$ cat config.mk
export PLATFORM = sky130hd
export DESIGN_NAME = grid_access_arbiter
export DESIGN_NICKNAME = d
export VERILOG_FILES = /design/src/rtl/grid_access_arbiter.sv
export SDC_FILE = /design/constraint.sdc
export NUM_CORES = 1
export LEC_CHECK = 0
export ABC_AREA = 1
export BUFFER_PORTS_ARGS = -buffer_cell sky130_fd_sc_hd__buf_2
export CAP_MARGIN = 25
export CORE_MARGIN = 2
export CORE_UTILIZATION = 45
export DETAILED_ROUTE_END_ITERATION = 7
export GPL_ROUTABILITY_DRIVEN = 0
export HOLD_SLACK_MARGIN = 0.15
export PLACE_DENSITY = 0.64
export RECOVER_POWER = 25
export SYNTH_ARGS = -nofsm -noshare
export SYNTH_HDL_FRONTEND = slang
export SYNTH_SLANG_ARGS = --single-unit
$ cat constraint.sdc
create_clock -name clk -period 11.7 [get_ports clk]
set_input_delay 2.34 -clock clk [delete_from_list [all_inputs] [get_ports clk]]
set_output_delay 2.34 -clock clk [all_outputs]
set_load 0.02 [all_outputs]
$ cat src/rtl/grid_access_arbiter.sv
// -----------------------------------------------------------------------------
// grid_access_arbiter
//
// Owns the single-port 1-bit playing-grid RAM (GRID_SIZE x GRID_SIZE cells,
// 1 = wall/visited). The RAM is shared between four clients:
//   * the VGA pixel fetch (highest priority; it is never delayed),
//   * an in-flight test-and-set (TAS) write,
//   * a border/interior clear sweep,
//   * a newly accepted TAS from player 1 or player 2.
//
// Optional feature: define GRID_ARB_WAIT_CNT_EN to build the VGA stall counter
// on p_wait_cnt. When it is not defined, p_wait_cnt is tied to zero.
//
// Parameters
//   GRID_SIZE      cells per side
//   LOG_GRID_SIZE  coordinate width
//   ADDR_W         RAM address width; 2**ADDR_W must be >= GRID_SIZE*GRID_SIZE
//
// Ports
//   clk, reset_n             single clock; synchronous active-low reset
//   clear_start              pulse that requests a clear sweep
//   clear_busy / clear_done  sweep in progress / 1-cycle pulse on the last write
//   pN_req, pN_x, pN_y       player N TAS request; held until pN_gnt
//   pN_gnt, pN_hit           1-cycle completion pulse; hit is the old cell value
//   vga_req, vga_x, vga_y    pixel-fetch read request
//   vga_valid, vga_bit       read result, one cycle after vga_req
//   ram_addr, ram_we,        RAM port; ram_addr = y*GRID_SIZE + x
//   ram_wdata, ram_rdata     (ram_rdata is registered, so it has 1-cycle latency)
//   p_wait_cnt               saturating count of TAS cycles stalled by VGA
// -----------------------------------------------------------------------------
`timescale 1ns/1ps

module grid_access_arbiter #(
  parameter int unsigned GRID_SIZE     = 50,
  parameter int unsigned LOG_GRID_SIZE = 6,
  parameter int unsigned ADDR_W        = 12
) (
  input  logic                     clk,
  input  logic                     reset_n,
  // Clear sweep control
  input  logic                     clear_start,
  output logic                     clear_busy,
  output logic                     clear_done,
  // Player 1 TAS port
  input  logic                     p1_req,
  input  logic [LOG_GRID_SIZE-1:0] p1_x,
  input  logic [LOG_GRID_SIZE-1:0] p1_y,
  output logic                     p1_gnt,
  output logic                     p1_hit,
  // Player 2 TAS port
  input  logic                     p2_req,
  input  logic [LOG_GRID_SIZE-1:0] p2_x,
  input  logic [LOG_GRID_SIZE-1:0] p2_y,
  output logic                     p2_gnt,
  output logic                     p2_hit,
  // VGA read port
  input  logic                     vga_req,
  input  logic [LOG_GRID_SIZE-1:0] vga_x,
  input  logic [LOG_GRID_SIZE-1:0] vga_y,
  output logic                     vga_valid,
  output logic                     vga_bit,
  // Grid RAM port
  output logic [ADDR_W-1:0]        ram_addr,
  output logic                     ram_we,
  output logic                     ram_wdata,
  input  logic                     ram_rdata,
  // Statistics
  output logic [15:0]              p_wait_cnt
);

  localparam int unsigned             NumCells  = GRID_SIZE * GRID_SIZE;
  localparam logic [ADDR_W-1:0]        LastAddr  = ADDR_W'(NumCells - 1);
  localparam logic [LOG_GRID_SIZE-1:0] LastCoord = LOG_GRID_SIZE'(GRID_SIZE - 1);

  typedef enum logic [2:0] {
    StIdle,
    StClear,
    StTasRd,
    StTasWr,
    StTasRsp
  } state_e;

  // Linear cell address. Only used for in-range coordinates, so the product
  // always fits in ADDR_W bits.
  function automatic logic [ADDR_W-1:0] cell_addr(input logic [LOG_GRID_SIZE-1:0] x,
                                                  input logic [LOG_GRID_SIZE-1:0] y);
    return (ADDR_W'(y) * ADDR_W'(GRID_SIZE)) + ADDR_W'(x);
  endfunction

  // ---------------------------------------------------------------------------
  // State
  // ---------------------------------------------------------------------------
  state_e                     state_q;
  logic                       tas_sel_q;      // 0: player 1, 1: player 2
  logic [ADDR_W-1:0]          tas_addr_q;
  logic                       tas_first_q;    // first TAS_WR cycle: ram_rdata holds our read
  logic                       tas_old_q;
  logic                       rr_last_q;      // 0: P1 served last, 1: P2 served last
  logic                       clr_pend_q;
  logic [ADDR_W-1:0]          clr_addr_q;
  logic [LOG_GRID_SIZE-1:0]   clr_x_q;
  logic [LOG_GRID_SIZE-1:0]   clr_y_q;
  logic                       clear_busy_q;
  logic                       p1_gnt_q, p1_hit_q;
  logic                       p2_gnt_q, p2_hit_q;
  logic                       vga_valid_q;
  logic                       vga_in_q;

  // ---------------------------------------------------------------------------
  // Request decode
  // ---------------------------------------------------------------------------
  logic                     vga_in;
  logic                     vga_access;
  logic                     pick_p2;
  logic [LOG_GRID_SIZE-1:0] pick_x;
  logic [LOG_GRID_SIZE-1:0] pick_y;
  logic                     pick_in;
  logic                     clr_wr;
  logic                     clr_last;
  logic                     clr_wdata;
  logic                     tas_rd;
  logic                     tas_wr;
  logic                     tas_old_now;

  always_comb begin
    vga_in     = (vga_x <= LastCoord) && (vga_y <= LastCoord);
    vga_access = vga_req && vga_in;

    // Round robin: P1 wins unless P2 is requesting and P1 was served last.
    pick_p2 = p2_req && (!p1_req || !rr_last_q);
    pick_x  = pick_p2 ? p2_x : p1_x;
    pick_y  = pick_p2 ? p2_y : p1_y;
    pick_in = (pick_x <= LastCoord) && (pick_y <= LastCoord);

    // Any vga_req, even out of range, holds off clear and TAS for that cycle.
    // reset_n gates every RAM write so an abort takes effect in the same cycle.
    clr_wr    = reset_n && (state_q == StClear) && !vga_req;
    clr_last  = (clr_addr_q == LastAddr);
    clr_wdata = (clr_x_q == '0) || (clr_x_q == LastCoord) ||
                (clr_y_q == '0) || (clr_y_q == LastCoord);
    tas_rd    = reset_n && (state_q == StTasRd) && !vga_req;
    tas_wr    = reset_n && (state_q == StTasWr) && !vga_req;

    // If the write was stalled, the read data has since been replaced by VGA
    // traffic, so use the copy captured on the first TAS_WR cycle.
    tas_old_now = tas_first_q ? ram_rdata : tas_old_q;
  end

  // ---------------------------------------------------------------------------
  // RAM port mux: VGA > TAS read/write > clear
  // ---------------------------------------------------------------------------
  always_comb begin
    ram_addr  = '0;
    ram_we    = 1'b0;
    ram_wdata = 1'b0;
    if (vga_access) begin
      ram_addr = cell_addr(vga_x, vga_y);
    end else if (tas_rd || tas_wr) begin
      ram_addr  = tas_addr_q;
      ram_we    = tas_wr;
      ram_wdata = tas_wr;
    end else if (clr_wr) begin
      ram_addr  = clr_addr_q;
      ram_we    = 1'b1;
      ram_wdata = clr_wdata;
    end
  end

  // ---------------------------------------------------------------------------
  // Main FSM with registered outputs
  // ---------------------------------------------------------------------------
  always_ff @(posedge clk) begin
    if (!reset_n) begin
      state_q      <= StIdle;
      tas_sel_q    <= 1'b0;
      tas_addr_q   <= '0;
      tas_first_q  <= 1'b0;
      tas_old_q    <= 1'b0;
      rr_last_q    <= 1'b1;
      clr_pend_q   <= 1'b0;
      clr_addr_q   <= '0;
      clr_x_q      <= '0;
      clr_y_q      <= '0;
      clear_busy_q <= 1'b0;
      p1_gnt_q     <= 1'b0;
      p1_hit_q     <= 1'b0;
      p2_gnt_q     <= 1'b0;
      p2_hit_q     <= 1'b0;
      vga_valid_q  <= 1'b0;
      vga_in_q     <= 1'b0;
    end else begin
      p1_gnt_q    <= 1'b0;
      p1_hit_q    <= 1'b0;
      p2_gnt_q    <= 1'b0;
      p2_hit_q    <= 1'b0;
      vga_valid_q <= vga_req;
      vga_in_q    <= vga_in;

      // A clear requested while a TAS owns the grid runs once the TAS is done.
      if (clear_start && (state_q inside {StTasRd, StTasWr, StTasRsp})) begin
        clr_pend_q <= 1'b1;
      end

      unique case (state_q)
        StIdle: begin
          if (clear_start || clr_pend_q) begin
            state_q      <= StClear;
            clr_pend_q   <= 1'b0;
            clear_busy_q <= 1'b1;
            clr_addr_q   <= '0;
            clr_x_q      <= '0;
            clr_y_q      <= '0;
          end else if (p1_req || p2_req) begin
            tas_sel_q  <= pick_p2;
            tas_addr_q <= cell_addr(pick_x, pick_y);
            if (pick_in) begin
              state_q <= StTasRd;
            end else begin
              // Off-grid cells read as walls and are never written.
              state_q <= StTasRsp;
              if (pick_p2) begin
                p2_gnt_q <= 1'b1;
                p2_hit_q <= 1'b1;
              end else begin
                p1_gnt_q <= 1'b1;
                p1_hit_q <= 1'b1;
              end
            end
          end
        end

        StClear: begin
          if (!vga_req) begin
            if (clr_last) begin
              state_q      <= StIdle;
              clear_busy_q <= 1'b0;
            end else begin
              clr_addr_q <= clr_addr_q + ADDR_W'(1);
              if (clr_x_q == LastCoord) begin
                clr_x_q <= '0;
                clr_y_q <= clr_y_q + LOG_GRID_SIZE'(1);
              end else begin
                clr_x_q <= clr_x_q + LOG_GRID_SIZE'(1);
              end
            end
          end
        end

        StTasRd: begin
          if (!vga_req) begin
            state_q     <= StTasWr;
            tas_first_q <= 1'b1;
          end
        end

        StTasWr: begin
          if (tas_first_q) begin
            tas_old_q   <= ram_rdata;
            tas_first_q <= 1'b0;
          end
          if (!vga_req) begin
            state_q <= StTasRsp;
            if (tas_sel_q) begin
              p2_gnt_q <= 1'b1;
              p2_hit_q <= tas_old_now;
            end else begin
              p1_gnt_q <= 1'b1;
              p1_hit_q <= tas_old_now;
            end
          end
        end

        StTasRsp: begin
          rr_last_q <= tas_sel_q;
          state_q   <= StIdle;
        end

        default: state_q <= StIdle;
      endcase
    end
  end

  // ---------------------------------------------------------------------------
  // Optional VGA stall counter
  // ---------------------------------------------------------------------------
`ifdef GRID_ARB_WAIT_CNT_EN
  logic [15:0] wait_cnt_q;
  logic        tas_stall;

  assign tas_stall = vga_req && ((state_q == StTasRd) || (state_q == StTasWr));

  always_ff @(posedge clk) begin
    if (!reset_n) begin
      wait_cnt_q <= '0;
    end else if (clear_start) begin
      wait_cnt_q <= '0;
    end else if (tas_stall && (wait_cnt_q != 16'hFFFF)) begin
      wait_cnt_q <= wait_cnt_q + 16'd1;
    end
  end

  assign p_wait_cnt = wait_cnt_q;
`else
  assign p_wait_cnt = 16'h0000;
`endif

  // ---------------------------------------------------------------------------
  // Outputs
  // ---------------------------------------------------------------------------
  assign clear_busy = clear_busy_q;
  assign clear_done = clr_wr && clr_last;
  assign p1_gnt     = p1_gnt_q;
  assign p1_hit     = p1_hit_q;
  assign p2_gnt     = p2_gnt_q;
  assign p2_hit     = p2_hit_q;
  assign vga_valid  = vga_valid_q;
  // Off-grid reads return 0 without touching the RAM.
  assign vga_bit    = vga_valid_q && vga_in_q && ram_rdata;

endmodule

Yosys cells after proc, flatten, opt, wreduce, memory -nomap -nowiden
Index checks and enable logic that the tools add are counted.
W data, S select, Z words.

storage, ports and cells
  memories kept = 0
  logic and storage cells = 142
  latch bits = 0
  bits of input ports = 43
  bits in writable memories = 0
  bits in registers = 51
  ROM bits = 0

cells by class
  reduce and logical (&&, ||, !) cells = 36
  $mul = 2
  shift-type cells = 0
  div/mod/pow operators = 0
  bitwise gates (word level) = 1
  equal/unequal tests = 15
  $lt $le $gt $ge = 4
  muxes and demuxes = 62
  add/subtract/negate cells = 5

operators with widths
  cell                     number
  $mux W12                 6
  $mux W6                  9
  $mux W1                  30
  $add A12 B6 Y12          2
  $le A6 B6 Y1 const B     4
  $pmux W12 S2             1
  $pmux W6 S2              2
  $mul A6 B5 Y11 const B   2
  $mux W3                  7
  $logic_and A1 B1 Y1      14
  $add A12 B1 Y12 const B  1
  $add A6 B1 Y6 const B    2
  $eq A12 B12 Y1 const B   1
  $eq A6 B6 Y1 const B     2
  $logic_not A6 Y1         2
  $ne A2 B2 Y1 const B     6
  $pmux W1 S2              6
  $pmux W3 S4              1
  $reduce_and A5 Y1        2
  $reduce_and A4 Y1        2
  $logic_or A1 B1 Y1       7
  $eq A3 B2 Y1 const B     2
  $reduce_bool A2 Y1       2
  $eq A3 B1 Y1 const B     1
  other kinds (9)          11

Depth between registers and ports, before layout
Gate-level depths: netlist (run 1).

  word-level depth = 10
  mapped depth = 25

Worst setup path after synthesis (run 1)
Ideal clock, no wire load.

  path type = input -> output
  start point = in vga_y[1]
  end point = out ram_addr[11]
  buffers on the path = 0
  arrival = 4.714 ns
  stages on the path = 14
  required time = 9.360 ns
  path slack = 4.646 ns
  path through = ha_1 ha_1 ha_1 inv_1 fa_1 nor2_1 nand4_1 nand3_1 nand2_1 nor2_1 nand3_1 xnor2_1 nand2_1 nand2_1

on the way
  word-level cells in the longest chain between the ends = 4
  elaborated cells on any way between the ends = 6

RTL lines
  item                                                     RTL line  RTL
  start, declared                                          59        input logic [LOG_GRID_SIZE-1:0] vga_y,
  branches (longest 3 deep; another with $add A12 B6 Y12)  --
  $mux W12 *                                               156       if (vga_access) begin
  end, declared                                            63        output logic [ADDR_W-1:0] ram_addr,

Mark *: on every way between the ends.

Worst setup path in the final report (run 1)
  start point = in reset_n
  end point = out ram_wdata

on the way
  word-level cells in the longest chain between the ends = 5
  elaborated cells on any way between the ends = 10

RTL lines
  item                                                  RTL line       RTL
  start, declared                                       39             input logic reset_n,
  $logic_and A1 B1 Y1 (on tied branches) (2 in series)  137, 141, 142
  $mux W1 or $logic_or A1 B1 Y1 (tied branches)         162, 158
  $mux W1 *                                             158            end else if (tas_rd || tas_wr) begin
  $mux W1 *                                             156
  end, declared                                         65             output logic ram_wdata,

Mark *: on every way between the ends. The rest lies on a longest branch, timed or not.

==> impl_results.md, run 1 <==
- Status: finished clean
- Worst slew pin tran: 0.967 ns
- Area of the multi-input gates: about 0.0033 mm2
- Diode count: 0
- Worst-path clk slew: 0.11 ns
- Seq/Total Area, Yosys: 20.6%
- Worst VDD drop: 0.0644 mV
- Largest net degree at the start of global routing: 30
- Layout cell share with drive strength beyond 1: 13.6%
- Critical Path Source Type: primary input
- Register area: roughly 0.001 mm2
- Largest cells by area after synthesis: dfxtp_1 (21%), ha_1 (16%), nand2_1 (10%)
- Worst skew pair latency: between 0.3 and 0.4 ns
- Via count: roughly 4700
- Number of global-route vias before repair: approximately 4300
- Final #Nets: roughly 900
- Worst hold margin: 0.472 ns
- Filler cells: between 1000 and 1500
- Slowest CP cell: nor2_1
- IO Pins: 81
- R2r setup slk: around 8 ns
- Reg-to-reg endpoint: tas_addr_q[11]
- Max-slew violations: 0
- Worst path cell trace: clkbuf_1, inv_1, nor2_1, nand2_1, a22oi_1, o21ai_0, inv_1, buf_2
- Max clock buf depth: 2
- # clock sinks: 51
- Initial antenna violation count: 0
- Final antenna-violating net count: 0
- Pre-antenna DRT Iters: 5
- Register bit total from synthesis: 51
- Ys flop type: dfxtp_1
- CP Buf/Inv Count: 4
- Post-synth ARST share: 0%
- Die Y: 109 um
- CP peak stage delay: 0.73 ns
- Required @ worst endpoint: 9.36 ns
- Hold Path Origin: tas_old_q
- First-pass GRT wire length: 19.1 mm
- Root Buffer: clkbuf_8
- # setup viols final: 0
- Crit path depth: 8
- CP most frequent cell: inv_1
- Final min period: 7.75 ns
- Syn avg cell area: 6.76 um2
- Worst Reg-to-Reg Cells: 18
- Crit path from: reset_n
- Iter 0 DRT Violations: 266
- Initial core utilization: between 40% and 50%
- CTS tree: done
- Placed cell area: 0.00528 mm2
- DP HPWL: around 9.6 mm
- Vias per cell: 5.11
- EDFF count, synth: 0
- RSZ-0062 raised after global routing: no
- Setup Skew: 0.00845 ns
- Reg-to-Reg Start: rr_last_q
- CTS H-tree lvls: 2
- Hold buffers post-CTS: 0
- Core area: 0.0108 mm2
- Upper clock frequency limit: 129 MHz
- Dominant cell type by area after synthesis: dfxtp_1
- Max Cap Viol: 0
- WP data arrival: about 5.4 ns
- CP Max Fanout: 29
- Post-synth top area share: between 20% and 30%
- Syn Inst Count: 733
- Die area: 0.0119 mm2
- Post-Synthesis Cell Area: slightly below 0.005 mm2
- PwrDens: 141 mW/mm2
- Setup TNS: 0 ns
- Core Rows: 38
- Num CTS Buffers: 5
- Distinct cells, synth: 52
- Remaining Overflow, GRT: 0
- Final Cell Area: 0.00535 mm2
- # DRC: 0
- WL final: 11.7 mm
- Tot GR Track Use: 20.0%
- Setup crit end: ram_wdata
- Worst rel slew slack: 35.5%
- YS warnings: 0
- Die Width: between 100 and 150 um
- Final non-filler cell total: 928
- Leak pwr: 2.72 nW
- Final hold vios: 0
- CP endpoint kind: output port
- Layout area overhead: 7.95%
- Hold crit path type: register to register
- Setup Buffers After CTS: 0
- Critical path class: primary input to output port
- Cells after DPL: 920
- Drt wl/cell: ~13 um
- Post-CTS sizing: 0
- Final worst path period share: between 60 and 70%
- Port-buffer cells: 64
- Top delay family on crit path: buffers and inverters
- Overall power: 0.757 mW
power by group:
| part | leakage [nW] | switching, mW | internal, mW |
|---|---|---|---|
| Combinational | 2.25 | 0.289 | 0.141 |
| Sequential | 0.415 | 0.0164 | 0.199 |
| Clock | 0.0502 | 0.0667 | 0.0444 |
| Total | 2.72 | 0.372 | 0.385 |
state kept, by name, indices dropped and copies added, names as in the netlist:
name and flops:
clr_addr_q 12, tas_addr_q 12, clr_x_q 6, clr_y_q 6, state_q 3, clear_busy 1
clr_pend_q 1, p1_gnt 1, p1_hit 1, p2_gnt 1, p2_hit 1, rr_last_q 1
tas_first_q 1, tas_old_q 1, tas_sel_q 1, vga_in_q 1, vga_valid 1
worst min-delay path by stage:
stage	slack, ns	end	depth (start not counted)
finish	0.47	tas_old_q	2
global route	0.49	tas_old_q	2
CTS	0.47	tas_old_q	2
detailed placement	0.45	tas_old_q	2
global placement	0.46	tas_old_q	2
floorplan	0.44	tas_old_q	2
synth_stat cells, types with 2 or more instances:
cell type / instances
nand2_1: 133
inv_1: 115
nor2_1: 70
ha_1: 63
nand3_1: 53
dfxtp_1: 51
a21oi_1: 47
o21ai_0: 22
buf_4: 18
xor2_1: 18
nand4_1: 16
xnor2_1: 12
nand2_2: 11
inv_2: 10
nor3_1: 10
nor2_2: 6
buf_2: 5
o211ai_1: 5
o21ai_1: 5
o221ai_1: 5
a31oi_1: 4
buf_6: 4
nand3b_1: 4
clkbuf_1: 3
fa_1: 3
nor3_2: 3
nor4_1: 3
o21a_1: 3
a21o_1: 2
a21oi_2: 2
a22oi_1: 2
buf_1: 2
nand2_4: 2
o31ai_1: 2
or2_2: 2
metrics by stage:
| stage | setup WS (ns) | util (%) |
|---|---|---|
| after CTS | 4.20 | 49.9 |
| final | 3.95 | 49.6 |
| after floorplan | 4.65 | - |
| after global routing | 3.71 | 49.6 |
| after global placement | 4.29 | 49.0 |
| after detailed placement | 4.21 | 49.0 |
worst reg2reg max path: cells and delay by family, from the launching register on:
family                   cells  cell delay, ns
adder cells (fa/ha/maj)      4            1.27
AND/OR/NAND/NOR              9            1.02
buffers and inverters        3            0.19
AO/OA/AOI/OAI                1            0.59
flip-flops                   1            0.35
XOR/XNOR                     1            0.16
cell type report:
cell class	instances	share of cell area, %
multi-input combinational	538	61.0
tap	140	3.27
timing repair buffer	64	5.82
inverter	127	9.00
sequential	51	19.1
clock buffer	5	1.29
clock inverter	3	0.538
cells by family (layout without fill, tap and decap cells):
family                   Yosys count  in the layout  share of synthesized area, %
AND/OR/NAND/NOR                  320            320                          30.0
buffers and inverters            159            199                          14.2
AO/OA/AOI/OAI                    105            105                          12.4
adder cells (fa/ha/maj)           66             66                          17.1
flip-flops                        51             51                          20.6
XOR/XNOR                          30             30                          5.30
other                              1             16                        0.0757
multiplexers                       1              1                         0.227
layout by cell type (no fill, tap or decap), drive strengths merged:
master	n
a32o	1
clkbuf	12
o31ai	2
nand3b	5
nand4	17
a21oi	49
mux2	1
o311ai	1
a22oi	2
ha	63
inv	126
xor2	18
a211oi	2
or2	2
buf	57
nor2	77
clkinv	4
o221ai	5
dfxtp	51
a31oi	4
and3	1
xnor2	12
nor4	4
nand2	146
a21o	2
nor3	13
o21a	3
a2111oi	1
o21ai	27
conb	16
o22ai	1
nand3	55
fa	3
o211ai	5
layer usage:
metal / up-vias / track usage, % / part of all wire [%]
met1: 2157 / 25.3 / 45
met2: 114 / 35.8 / 49
met4: 0 / 5.49 / 1.7
met3: 11 / 2.15 / 4.6
met5: - / 0 / 0
li1: 2456 / - / -
Power figures use the tool's default switching activity.
==> run 2: changes to the inputs <==
PLACE_DENSITY = 0.66   (was 0.64)
clock period = 6.4 ns   (was 11.7 ns; I/O delays follow)
==> run 2 against run 1 <==
Against the previous run: flip-flop and latch count stayed put; first-iteration DRC count shrank 6.4%; critical path depth grew 8; clock skew barely moved; core utilization up 0.17 points; clock power is 82% higher; sequential share of layout area fell by 0.067 points; sequential power increased by 83%; clock-buffer cell count unchanged.
==> impl_results.md, run 2 (synthesized netlist as in run 1, its figures left out) <==
- Status: finished clean
- Layout cell share with drive strength beyond 1: 13.8%
- Layout area overhead: 8.33%
- WL final: approximately 12 mm
- RSZ-0062 raised after global routing: no
- Cells after DPL: 921
- Port-buffer cells: 64
- Vias per cell: 5.06
- Initial core utilization: 45.9%
- Die Y: 109 um
- WP data arrival: roughly 4.2 ns
- Worst rel slew slack: 8.72%
- Hold buffers post-CTS: 0
- Upper clock frequency limit: 183 MHz
- Final #Nets: between 800 and 900
- Final Core Density: between 40% and 50%
- Root Buffer: clkbuf_8
- Leak pwr: 2.72 nW
- Worst-path clk slew: roughly 0.10 ns
- Core area: 0.0108 mm2
- DP HPWL: 9.63 mm
- CP Max Fanout: 4
- # setup viols final: 0
- Max Cap Viol: 0
- Via count: 4703
- # clock sinks: 51
- Final antenna-violating net count: 0
- Core Rows: 38
- Remaining Overflow, GRT: 0
- Setup Buffers After CTS: 0
- Final min period: 5.45 ns
- IO Pins: between 80 and 90
- Critical path class: primary input to output port
- CP endpoint kind: output port
- Tot GR Track Use: 20.1%
- Largest net degree at the start of global routing: 29
- Diode count: 0
- Final hold vios: 0
- Slowest CP cell: fa_1
- # DRC: 0
- Hold crit path type: register to register
- Max clock buf depth: 2
- Num CTS Buffers: 5
- Final worst path period share: 85.2%
- Die area: 0.0119 mm2
- Pre-antenna DRT Iters: 4
- Worst VDD drop: 0.121 mV
- Post-CTS sizing: 0
- Initial antenna violation count: 0
- CTS tree: done
- Largest registers: clr_addr_q (12), tas_addr_q (12)
- Required @ worst endpoint: 5.12 ns
- Most common cell after layout, fill and taps aside: nand2_1
- Worst path cell trace: buf_2, ha_1, ha_1, ha_1, inv_1, fa_1, nor2_1, nand4_1, nand3_1, nand2_1, nor2_1, nand3_1, xnor2_1, nand2_1, nand2_1, buf_2
- Worst skew pair latency: approximately 0.32 ns
- First-pass GRT wire length: 19.3 mm
- Final non-filler cell total: about 930
- Setup Skew: 0.00835 ns
- Die Width: 109 um
- Most frequent cells in the layout: nand2_1 (133), inv_1 (115), nor2_1 (71)
- R2r setup slk: 2.75 ns
- Critical Path Source Type: primary input
- Iter 0 DRT Violations: 249
- Drt wl/cell: 12.6 um
- Setup TNS: 0 ns
- PwrDens: 258 mW/mm2
- Worst slew pin tran: roughly 1.4 ns
- CP peak stage delay: 0.54 ns
- Number of global-route vias before repair: 4376
- Max-slew violations: 0
- CTS H-tree lvls: 2
-- run 2: cell types whose count changed in the layout (fill, tap and decap cells not counted) --
cell      delta
nor2_1       -1
nand3_1      -1
nand3_4      +1
clkbuf_1     +1
nor2_2       +1
-- run 2: final timing paths --
check,start,endpoint,depth (start not counted)
worst min register to register,tas_old_q,tas_old_q,2
worst max register to register,rr_last_q,tas_addr_q[11],18
worst min-delay path,tas_old_q,tas_old_q,2
worst max-delay path,vga_y[1],ram_addr[11],16
-- run 2: where the power goes --
part | internal [mW] | switching [mW]
Clock | 0.0812 | 0.120
Sequential | 0.363 | 0.0311
Combinational | 0.262 | 0.526
Total | 0.707 | 0.677
-- run 2: critical path, delay by kind of cell --
kind	cells	cell delay, ns
and+or+nand+nor	8	0.94
xor gates and xnor gates	1	0.15
buffers and inverters	3	0.34
adders and majority gates	4	1.46
-- run 2: layout make-up --
cell class	instances	area [um2]
clock inverter	3	28.8
sequential	51	1020
inverter	127	482
timing repair buffer	65	315
tap	140	175
fill	1137	5420
multi-input combinational	538	3280
clock buffer	5	68.8
-- run 2: per-stage QoR --
stage	hold WS, ns	total power, mW	worst slack [ns]	area (um2)
floorplan	0.442	1.04	1.47	5010
detailed placement	0.464	1.19	0.960	5290
finish	0.479	1.38	0.947	5370
CTS	0.479	1.39	0.956	5390
global route	0.493	1.51	0.707	5370
global placement	0.453	1.17	1.10	5290
-- run 2: per-layer routing --
| metal | global-route usage, % | vias up | routed length [um] |
|---|---|---|---|
| met2 | 35.7 | 80 | 5710 |
| met1 | 25.8 | 2151 | 5430 |
| met3 | 1.91 | 14 | 351 |
| li1 | - | 2458 | - |
| met4 | 5.40 | 0 | 201 |
| met5 | 0 | - | 0 |
